### config.mk
export PLATFORM = sky130hd
export DESIGN_NAME = patgen
export DESIGN_NICKNAME = d
export VERILOG_FILES = /design/src/rtl/dport_pkg.sv /design/src/rtl/patgen_pix.sv /design/src/rtl/patgen.sv
export SDC_FILE = /design/constraint.sdc
export NUM_CORES = 1
export LEC_CHECK = 0
export ABC_AREA = 1
export BUFFER_PORTS_ARGS = -buffer_cell sky130_fd_sc_hd__buf_4
export CAP_MARGIN = 20
export CORE_ASPECT_RATIO = 1.2
export CORE_MARGIN = 2
export CORE_UTILIZATION = 39
export CTS_BUF_LIST = sky130_fd_sc_hd__clkbuf_4
export CTS_CLUSTER_DIAMETER = 120
export DETAILED_ROUTE_END_ITERATION = 8
export GPL_TIMING_DRIVEN = 1
export SYNTH_ARGS = -nofsm -noshare
export SYNTH_HDL_FRONTEND = slang
export SYNTH_SLANG_ARGS = --single-unit
export TNS_END_PERCENT = 1
### constraint.sdc
create_clock -name dpclk -period 4.6 [get_ports dpclk]
set_input_delay 0.46 -clock dpclk [delete_from_list [all_inputs] [get_ports dpclk]]
set_output_delay 0.46 -clock dpclk [all_outputs]
set_load 0.05 [all_outputs]
### src/rtl/dport_pkg.sv
// Shared definitions for the display-port pattern generator: mode codes,
// colour-bar table and the frame state enumeration.
package dport_pkg;

  localparam logic [2:0] MODE_SOLID = 3'd0;
  localparam logic [2:0] MODE_BARS  = 3'd1;
  localparam logic [2:0] MODE_RAMP  = 3'd2;
  localparam logic [2:0] MODE_CHECK = 3'd3;
  localparam logic [2:0] MODE_VBAR  = 3'd4;

  // Bar colours as {B,G,R} on/off flags; index 0 is white, 7 is black.
  localparam logic [7:0][2:0] BAR_TABLE = {
    3'b000,  // black
    3'b100,  // blue
    3'b001,  // red
    3'b101,  // magenta
    3'b010,  // green
    3'b110,  // cyan
    3'b011,  // yellow
    3'b111   // white
  };

  typedef enum logic [1:0] {
    ST_IDLE,
    ST_ACTIVE,
    ST_DONE
  } state_t;

endpackage

### src/rtl/patgen_pix.sv
// Combinational pixel function: one {B,G,R} pixel from pattern mode,
// column, row band, frame count and solid colour.
module patgen_pix
  import dport_pkg::*;
#(
  parameter int BPC   = 8,
  parameter int BARSH = 6
) (
  input  logic [2:0]       mode,
  input  logic [15:0]      px,
  input  logic             yband,
  input  logic [7:0]       frame,
  input  logic [3*BPC-1:0] color,
  output logic [3*BPC-1:0] pixel
);

  logic [2:0]  bar;
  logic [15:0] off;

  assign bar = BAR_TABLE[px[BARSH+2:BARSH]];
  // Column offset from the moving bar's left edge, modulo 2^16.
  assign off = px - {6'b0, frame, 2'b00};

  always_comb begin
    pixel = '0;
    case (mode)
      MODE_BARS: begin
        for (int unsigned c = 0; c < 3; c++) pixel[c*BPC +: BPC] = {BPC{bar[c]}};
      end
      MODE_RAMP:  pixel = {3{px[BPC-1:0]}};
      MODE_CHECK: pixel = {3*BPC{px[BARSH] ^ yband ^ frame[0]}};
      MODE_VBAR:  pixel = {3*BPC{off < 16'(1 << BARSH)}};
      default:    pixel = color;
    endcase
  end

endmodule

### src/rtl/patgen.sv
// Test-pattern generator presenting packed pixel words through a
// first-word-fall-through FIFO-style read interface.
module patgen
  import dport_pkg::*;
#(
  parameter int PIX   = 2,
  parameter int BPC   = 8,
  parameter int BARSH = 6
) (
  input  logic               dpclk,
  input  logic               reset,
  input  logic               vstart,
  input  logic               enable,
  input  logic [2:0]         mode,
  input  logic [15:0]        hact,
  input  logic [15:0]        vact,
  input  logic [3*BPC-1:0]   color,
  input  logic               fiforden,
  output logic [PIX*3*BPC-1:0] fifodo,
  output logic               fifoempty,
  output logic [7:0]         frame
);

  localparam int PW = 3 * BPC;
  localparam int W  = PIX * PW;

  state_t          state;
  logic [15:0]     x, y, hact_q, vact_q;
  logic [2:0]      mode_q;
  logic [PW-1:0]   color_q;

  logic            start, consume, wrap, last;
  logic [15:0]     nx, ny, hact_n;
  logic [2:0]      mode_n;
  logic [PW-1:0]   color_n;
  logic [W-1:0]    word_n;

  assign fifoempty = (state != ST_ACTIVE) || !enable;
  assign start     = vstart && enable;
  assign consume   = fiforden && !fifoempty && !start;
  assign wrap      = ({1'b0, x} + 17'(PIX)) >= {1'b0, hact_q};
  assign last      = wrap && (({1'b0, y} + 17'd1) >= {1'b0, vact_q});

  // Position and config of the word to be loaded next: a restart uses the
  // live inputs so the first word is ready the cycle after vstart.
  always_comb begin
    nx      = '0;
    ny      = '0;
    mode_n  = mode_q;
    hact_n  = hact_q;
    color_n = color_q;
    if (start) begin
      mode_n  = mode;
      hact_n  = hact;
      color_n = color;
    end else if (wrap) begin
      ny = y + 16'd1;
    end else begin
      nx = x + 16'(PIX);
      ny = y;
    end
  end

  for (genvar k = 0; k < PIX; k++) begin : g_pix
    logic [PW-1:0] pixel;
    logic          in_line;

    assign in_line = ({1'b0, nx} + 17'(k)) < {1'b0, hact_n};

    patgen_pix #(
      .BPC  (BPC),
      .BARSH(BARSH)
    ) u_pix (
      .mode (mode_n),
      .px   (nx + 16'(k)),
      .yband(ny[BARSH]),
      .frame(frame),
      .color(color_n),
      .pixel(pixel)
    );

    assign word_n[k*PW +: PW] = in_line ? pixel : '0;
  end

  always_ff @(posedge dpclk or posedge reset) begin
    if (reset) begin
      state   <= ST_IDLE;
      x       <= '0;
      y       <= '0;
      hact_q  <= '0;
      vact_q  <= '0;
      mode_q  <= '0;
      color_q <= '0;
      frame   <= '0;
      fifodo  <= '0;
    end else if (start) begin
      state   <= (hact == '0 || vact == '0) ? ST_DONE : ST_ACTIVE;
      x       <= '0;
      y       <= '0;
      hact_q  <= hact;
      vact_q  <= vact;
      mode_q  <= mode;
      color_q <= color;
      fifodo  <= word_n;
    end else if (consume) begin
      if (last) begin
        state <= ST_DONE;
        frame <= frame + 8'd1;
        x     <= '0;
        y     <= '0;
      end else begin
        x      <= nx;
        y      <= ny;
        fifodo <= word_n;
      end
    end
  end

endmodule

==> results_dict.tcl, run 1 <==
set metrics [dict create \
    synth_area_leaders "dfrtp_1 36%, nand2_1 16%, ha_1 9.8%" \
    max_freq_ghz 0.191 \
    cp-start-kind "flip-flop" \
    final_antenna_net_count 0 \
    hold_violations 8 \
    end_kind "flip-flop" \
    peakVddDrop_mv 0.240 \
    grt_max_degree 84 \
    grt_pass1_wl_mm 52.5 \
    drt_iter0_drc 609 \
    internal_power_mw 2.61 \
    drcViolationCount 0 \
    die_h_um 181 \
    place_inst 1993 \
    clockPowerShare_pct 16.4 \
    synth_warnings 0 \
    grt_antenna_before_repair 2 \
    finalMaxSlewViolations 0 \
    grt_setup_unrepaired "true" \
    io_pins 121 \
    rows 64 \
    start_util_pct 39.9 \
    wl_met2_mm 16.4 \
    grt_pass1_vias 10033 \
    cp-startpoint "x[6]" \
    cp.required_ns 5.12 \
    worstSetupPathType "reg -> reg" \
    synthArstFlopShare_pct 100 \
    instances_no_fill 2056 \
    mostFrequentLayoutCells "423 x nand2_1, 288 x buf_4, 178 x inv_1, 149 x dfrtp_1, 122 x nor2_1" \
    syn-cell-area_um2 10200 \
    leakage_nw 7.46 \
    hp-class "in -> async" \
    cts_root_buf "clkbuf_4" \
    cts_buffers 17 \
    gp_congestion 0.881 \
    vias_per_cell 5.05 \
    p_sw_mw 2.35 \
    whs_ns -0.00570 \
    synthCells 1427 \
    ys_seq_elements 149 \
    die_w_um 152 \
    p_comb_share_pct 48.6 \
    synth_seq_area_share_pct 36.4 \
    final_common_cell "nand2_1" \
    met1Wirelength_mm 14.7 \
    switching_share_pct 47.4 \
    highest_layer "met4" \
    coreArea_um2 25600 \
    worstReg2RegStart "x[6]" \
    wl_mm 33.5 \
    skew_ns 0.0358 \
    h-tree-depth 4 \
    run_status "complete, but fails checks" \
    setup_viol 47 \
    max_stage_delay_ns 0.41 \
    period_share_pct 114 \
    dp_hpwl_mm 25.3 \
    firstDrtPassIters 5 \
    yosys_most_used_dff "dfrtp_1" \
    die-area_um2 27600 \
    utilization_pct 53.6 \
    worstPathMaxFanout 7 \
    slew_headroom_pct 41.2 \
    route.met3.wl_mm 1.69 \
    wl_per_cell_um 16.3 \
    synth_nets 1571 \
    post_route_cells_drive_above_1_share_pct 29.0 \
    port_buffers 120 \
    synth_top_area_share_pct 36.4 \
    synth_top_area_cell "dfrtp_1" \
    worst_path_max_delay_cell "dfrtp_1" \
    total_power_mw 4.97 \
    clk_latency_ns 0.59 \
    grt_usage_pct 23.8 \
    crit_arrival_ns 5.76 \
    synth_edf_count 0 \
    avgSynthCellArea_um2 7.17 \
    fin_ws_ns -0.636 \
    p_seq_share_pct 34.9 \
    drv_cap 0 \
    powerDensity_nw_per_um2 362 \
    fin_setup_tns_ns -17.33 \
    syn2layout_area_growth_pct 34.2 \
    vias 10374 \
    grt_overflow 0 \
    cts_tree "yes" \
    fill_cells 2517 \
    worstMarginPinSlew_ns 0.872 \
    cts_num_sinks 149 \
    post-route-min-period_ns 5.24 \
    violations "negative hold slack, negative setup slack" \
    nets 1856 \
    clockBufferDepth 2 \
    ys_types 44 \
    clk_pin_slew_worst_paths_ns 0.16 \
    crit_path_frequent_cell "nand2_1" \
]
## logic make-up (layout without fill, tap and decap cells)
| family | count (synthesis) | after routing | synth area share, % |
|---|---|---|---|
| xor gates and xnor gates | 39 | 39 | 3.41 |
| adders and majority gates | 80 | 80 | 9.78 |
| muxes | 2 | 2 | 0.196 |
| buffers and inverters | 233 | 531 | 8.94 |
| AOI/OAI and AO/OA | 191 | 191 | 10.7 |
| other | 0 | 1 | 0 |
| and+or+nand+nor | 733 | 733 | 30.5 |
| DFF | 149 | 149 | 36.4 |
## sequential cells by signal, summed over array words and instances (netlist names)
| register | flops |
|---|---|
| color_q | 24 |
| frame | 8 |
| fifodo | 48 |
| mode_q | 3 |
| hact_q | 16 |
| vact_q | 16 |
| x | 16 |
| y | 16 |
| state | 2 |
## critical path, delay by kind of cell, from the launching register on
kind / cells / cell delay (ns)
buffers and inverters: 9 / 1.03
DFF: 1 / 0.41
AOI/OAI and AO/OA: 2 / 0.25
and+or+nand+nor: 23 / 2.46
xor gates and xnor gates: 2 / 0.40
adders and majority gates: 3 / 0.67
## through the flow
step                worst slack [ns]  hold WS [ns]  instance area (um2)
floorplan                     -0.295         0.445                10300
global placement              -0.716         0.461                12600
detailed placement            -0.784         0.463                12600
CTS                           -0.587       0.00469                13200
global route                  -0.934        0.0307                13700
finish                        -0.636      -0.00570                13700
## routing by layer
| metal | up-vias | global-route usage [%] |
|---|---|---|
| met3 | 43 | 3.03 |
| met1 | 4935 | 31.7 |
| met5 | - | 0 |
| met4 | 0 | 6.73 |
| li1 | 5114 | - |
| met2 | 282 | 40.6 |
## cell usage after synthesis, types with 14 or more instances
| master | n |
|---|---|
| inv_1 | 188 |
| a21oi_1 | 45 |
| nor2_1 | 154 |
| nand2_1 | 438 |
| clkbuf_1 | 28 |
| xor2_1 | 35 |
| nand4_1 | 28 |
| dfrtp_1 | 149 |
| nor3_1 | 14 |
| nand3_1 | 46 |
| o21ai_0 | 97 |
| ha_1 | 80 |
| o21ai_2 | 20 |
## cell type report
| type | instances | area (um2) | area share [%] |
|---|---|---|---|
| clock buffers | 17 | 128 | 0.929 |
| multi-input cells | 1045 | 6160 | 44.9 |
| clock inverters | 15 | 136 | 0.993 |
| inverters | 194 | 743 | 5.41 |
| repair buffers | 305 | 2420 | 17.6 |
| well taps | 330 | 413 | 3.01 |
| diodes | 1 | 2.50 | 0.0182 |
| flip-flops and latches | 149 | 3730 | 27.2 |
## what timing repair did
item | CTS | global route
buffers inserted | 14 | 16
resized for setup | 45 | 108
pin swaps | 19 | 68
endpoints found under the setup margin | 48 | 66
gates cloned | 1 | 2
hold buffers | 0 | 0
## worst paths after layout
path	cells past startpoint	endpoint	slack [ns]
setup / recovery	39	fifodo[33]	-0.64
hold / removal	2	color_q[12]	-0.006
setup reg to reg	39	fifodo[33]	-0.64
hold reg to reg	2	color_q[5]	0.49
max in group asynchronous	3	hact_q[7]	3.54
min in group dpclk	3	color_q[11]	0.07
## power groups by stage
stage | Sequential (mW) | Combinational [mW] | Clock, mW
6_report | 1.74 | 2.42 | 0.816
5_1_grt | 1.77 | 2.61 | 0.884
4_1_cts | 1.73 | 2.33 | 0.832
3_5_place_dp | 1.75 | 2.26 | 0
3_3_place_gp | 1.76 | 2.23 | 0
2_1_floorplan | 2.28 | 0.876 | 0
(Power assumes the default switching activity.)
==> inputs of run 2 (changes only) <==
PLACE_DENSITY_LB_ADDON = 0.3   (was not set)
==> results_dict.tcl, run 2 (synthesis gave the netlist of run 1 again) <==
set metrics [dict create \
    peakVddDrop_mv 0.263 \
    end_kind "flip-flop" \
    worstPathMaxFanout 10 \
    busiest_layer "met2" \
    final_common_cell "nand2_1" \
    die_h_um 181 \
    grt_max_degree 65 \
    vias_per_cell 5.08 \
    clk_latency_ns 0.57 \
    rows 64 \
    coreArea_um2 25600 \
    mostFrequentLayoutCells "423 x nand2_1, 277 x buf_4, 177 x inv_1, 149 x dfrtp_1, 128 x nor2_1" \
    crit_path_frequent_cell "nand2_1" \
    die-area_um2 27600 \
    fill_cells 2430 \
    worst_path_max_delay_cell "dfrtp_1" \
    wl_per_cell_um 16.2 \
    grt_antenna_before_repair 1 \
    utilization_pct 53.4 \
    drcViolationCount 0 \
    hp-class "in -> reg" \
    place_area_um2 12500 \
    use_met3_pct 2.79 \
    period_share_pct 116 \
    post_route_cells_drive_above_1_share_pct 28.2 \
    clockBufferDepth 2 \
    max_freq_ghz 0.188 \
    io_pins 121 \
    grt_pass1_vias 10064 \
    grt_setup_unrepaired "true" \
    wl_mm 33.1 \
    crit_arrival_ns 5.79 \
    h-tree-depth 4 \
    regMostFlops "fifodo" \
    run_status "complete, but fails checks" \
    die_w_um 152 \
    gr-usage-met1_pct 29.0 \
    max_stage_delay_ns 0.38 \
    gp_congestion 0.960 \
    firstDrtPassIters 6 \
    largest_register_ffs 48 \
    cp.required_ns 5.07 \
    dp_hpwl_mm 24.9 \
    leakage_nw 7.43 \
    slew_headroom_pct 37.9 \
    port_buffers 120 \
    drt_iter0_drc 821 \
    grt_pass1_wl_mm 51.3 \
    reg_top3 "fifodo: 48 flops, color_q: 24 flops" \
    drv_cap 0 \
    worstSetupPathType "reg -> reg" \
    start_util_pct 39.9 \
    grt_usage_pct 23.2 \
    cts_tree "yes" \
    violations "negative setup slack" \
    hold_violations 0 \
    use_met2_pct 40.5 \
    grt_overflow 0 \
    total_power_mw 5.03 \
    clk_pin_slew_worst_paths_ns 0.17 \
    syn2layout_area_growth_pct 33.8 \
    fin_setup_tns_ns -16.75 \
    cp-start-kind "flip-flop" \
    vias 10397 \
    finalMaxSlewViolations 0 \
    path_buf_inv 8 \
    post-route-min-period_ns 5.32 \
    setup_viol 41 \
    nets 1847 \
    cts_buffers 17 \
    design_area_um2 13700 \
    powerDensity_nw_per_um2 368 \
    worstMarginPinSlew_ns 0.922 \
    skew_ns 0.0366 \
    fin_ws_ns -0.722 \
    critical-path-top-delay-family "simple AND/OR/NAND/NOR gates" \
    final_antenna_net_count 0 \
    cts_num_sinks 149 \
    cts_root_buf "clkbuf_4" \
]
## run 2: cell count changes in the layout (fill, tap and decap cells not counted), moves of 3 or more
cell     previous run  this run
o21ai_2            24        21
nand2_2            16        19
xor2_1             30        27
nor2_2             31        26
nor2_1            122       128
o21ai_0            77        80
buf_4             288       277
a21oi_1            37        34
buf_6              11         8
inv_2              11        14
## run 2: power breakdown
group | switching (mW) | total (mW) | internal (mW)
registers | 0.182 | 1.74 | 1.56
logic | 1.59 | 2.42 | 0.830
clock network | 0.546 | 0.873 | 0.327
total | 2.32 | 5.03 | 2.72
## run 2: per-layer routing
layer  vias up  routed length [um]
met2       334               16200
met3        64                1450
met4         0                1340
li1       5102                   -
met1      4897               14100
met5         -                   0
## run 2: metrics by stage
stage / cells / hold WS, ns / setup WS (ns)
2_1_floorplan: 1427 / 0.445 / -0.295
3_3_place_gp: 1976 / 0.463 / -0.638
3_5_place_dp: 1976 / 0.464 / -0.739
4_1_cts: 2030 / 0.0733 / -0.626
5_1_grt: 2045 / 0.0740 / -0.991
6_report: 2045 / 0.0976 / -0.722
## run 2: final cells by class
class                   instances  area (um2)  share of cell area [%]
multi-input cells            1045        6120                    44.7
diodes                          1        2.50                  0.0183
clock buffers                  17         128                   0.932
well taps                     330         413                    3.02
flip-flops and latches        149        3730                    27.2
repair buffers                296        2400                    17.6
inverters                     194         738                    5.39
clock inverters                13         153                    1.11
## run 2: path summary, 6_finish.rpt
path	slack (ns)	startpoint	end	cells after the start
worst min-delay path	0.1	color[18]	color_q[18]	3
worst max register to register	-0.72	x[10]	fifodo[38]	36
worst min register to register	0.49	color_q[7]	color_q[7]	2
max in group asynchronous	3.05	reset	x[12]	4
min in group asynchronous	0.50	reset	color_q[11]	3
worst max-delay path	-0.72	x[10]	fifodo[38]	36
## run 2: timing repair
action,4_1_cts,5_1_grt
hold endpoints to repair,62,0
setup buffers,21,11
resized for setup,46,90
cloned,2,3
hold buffers,1,0
endpoints found under the setup margin,48,49
pin swaps,37,60
## run 2: worst min-delay path, cell delays in order
cell and delay (ns):
buf_4 0.08, nand2_1 0.04, nand2_1 0.06
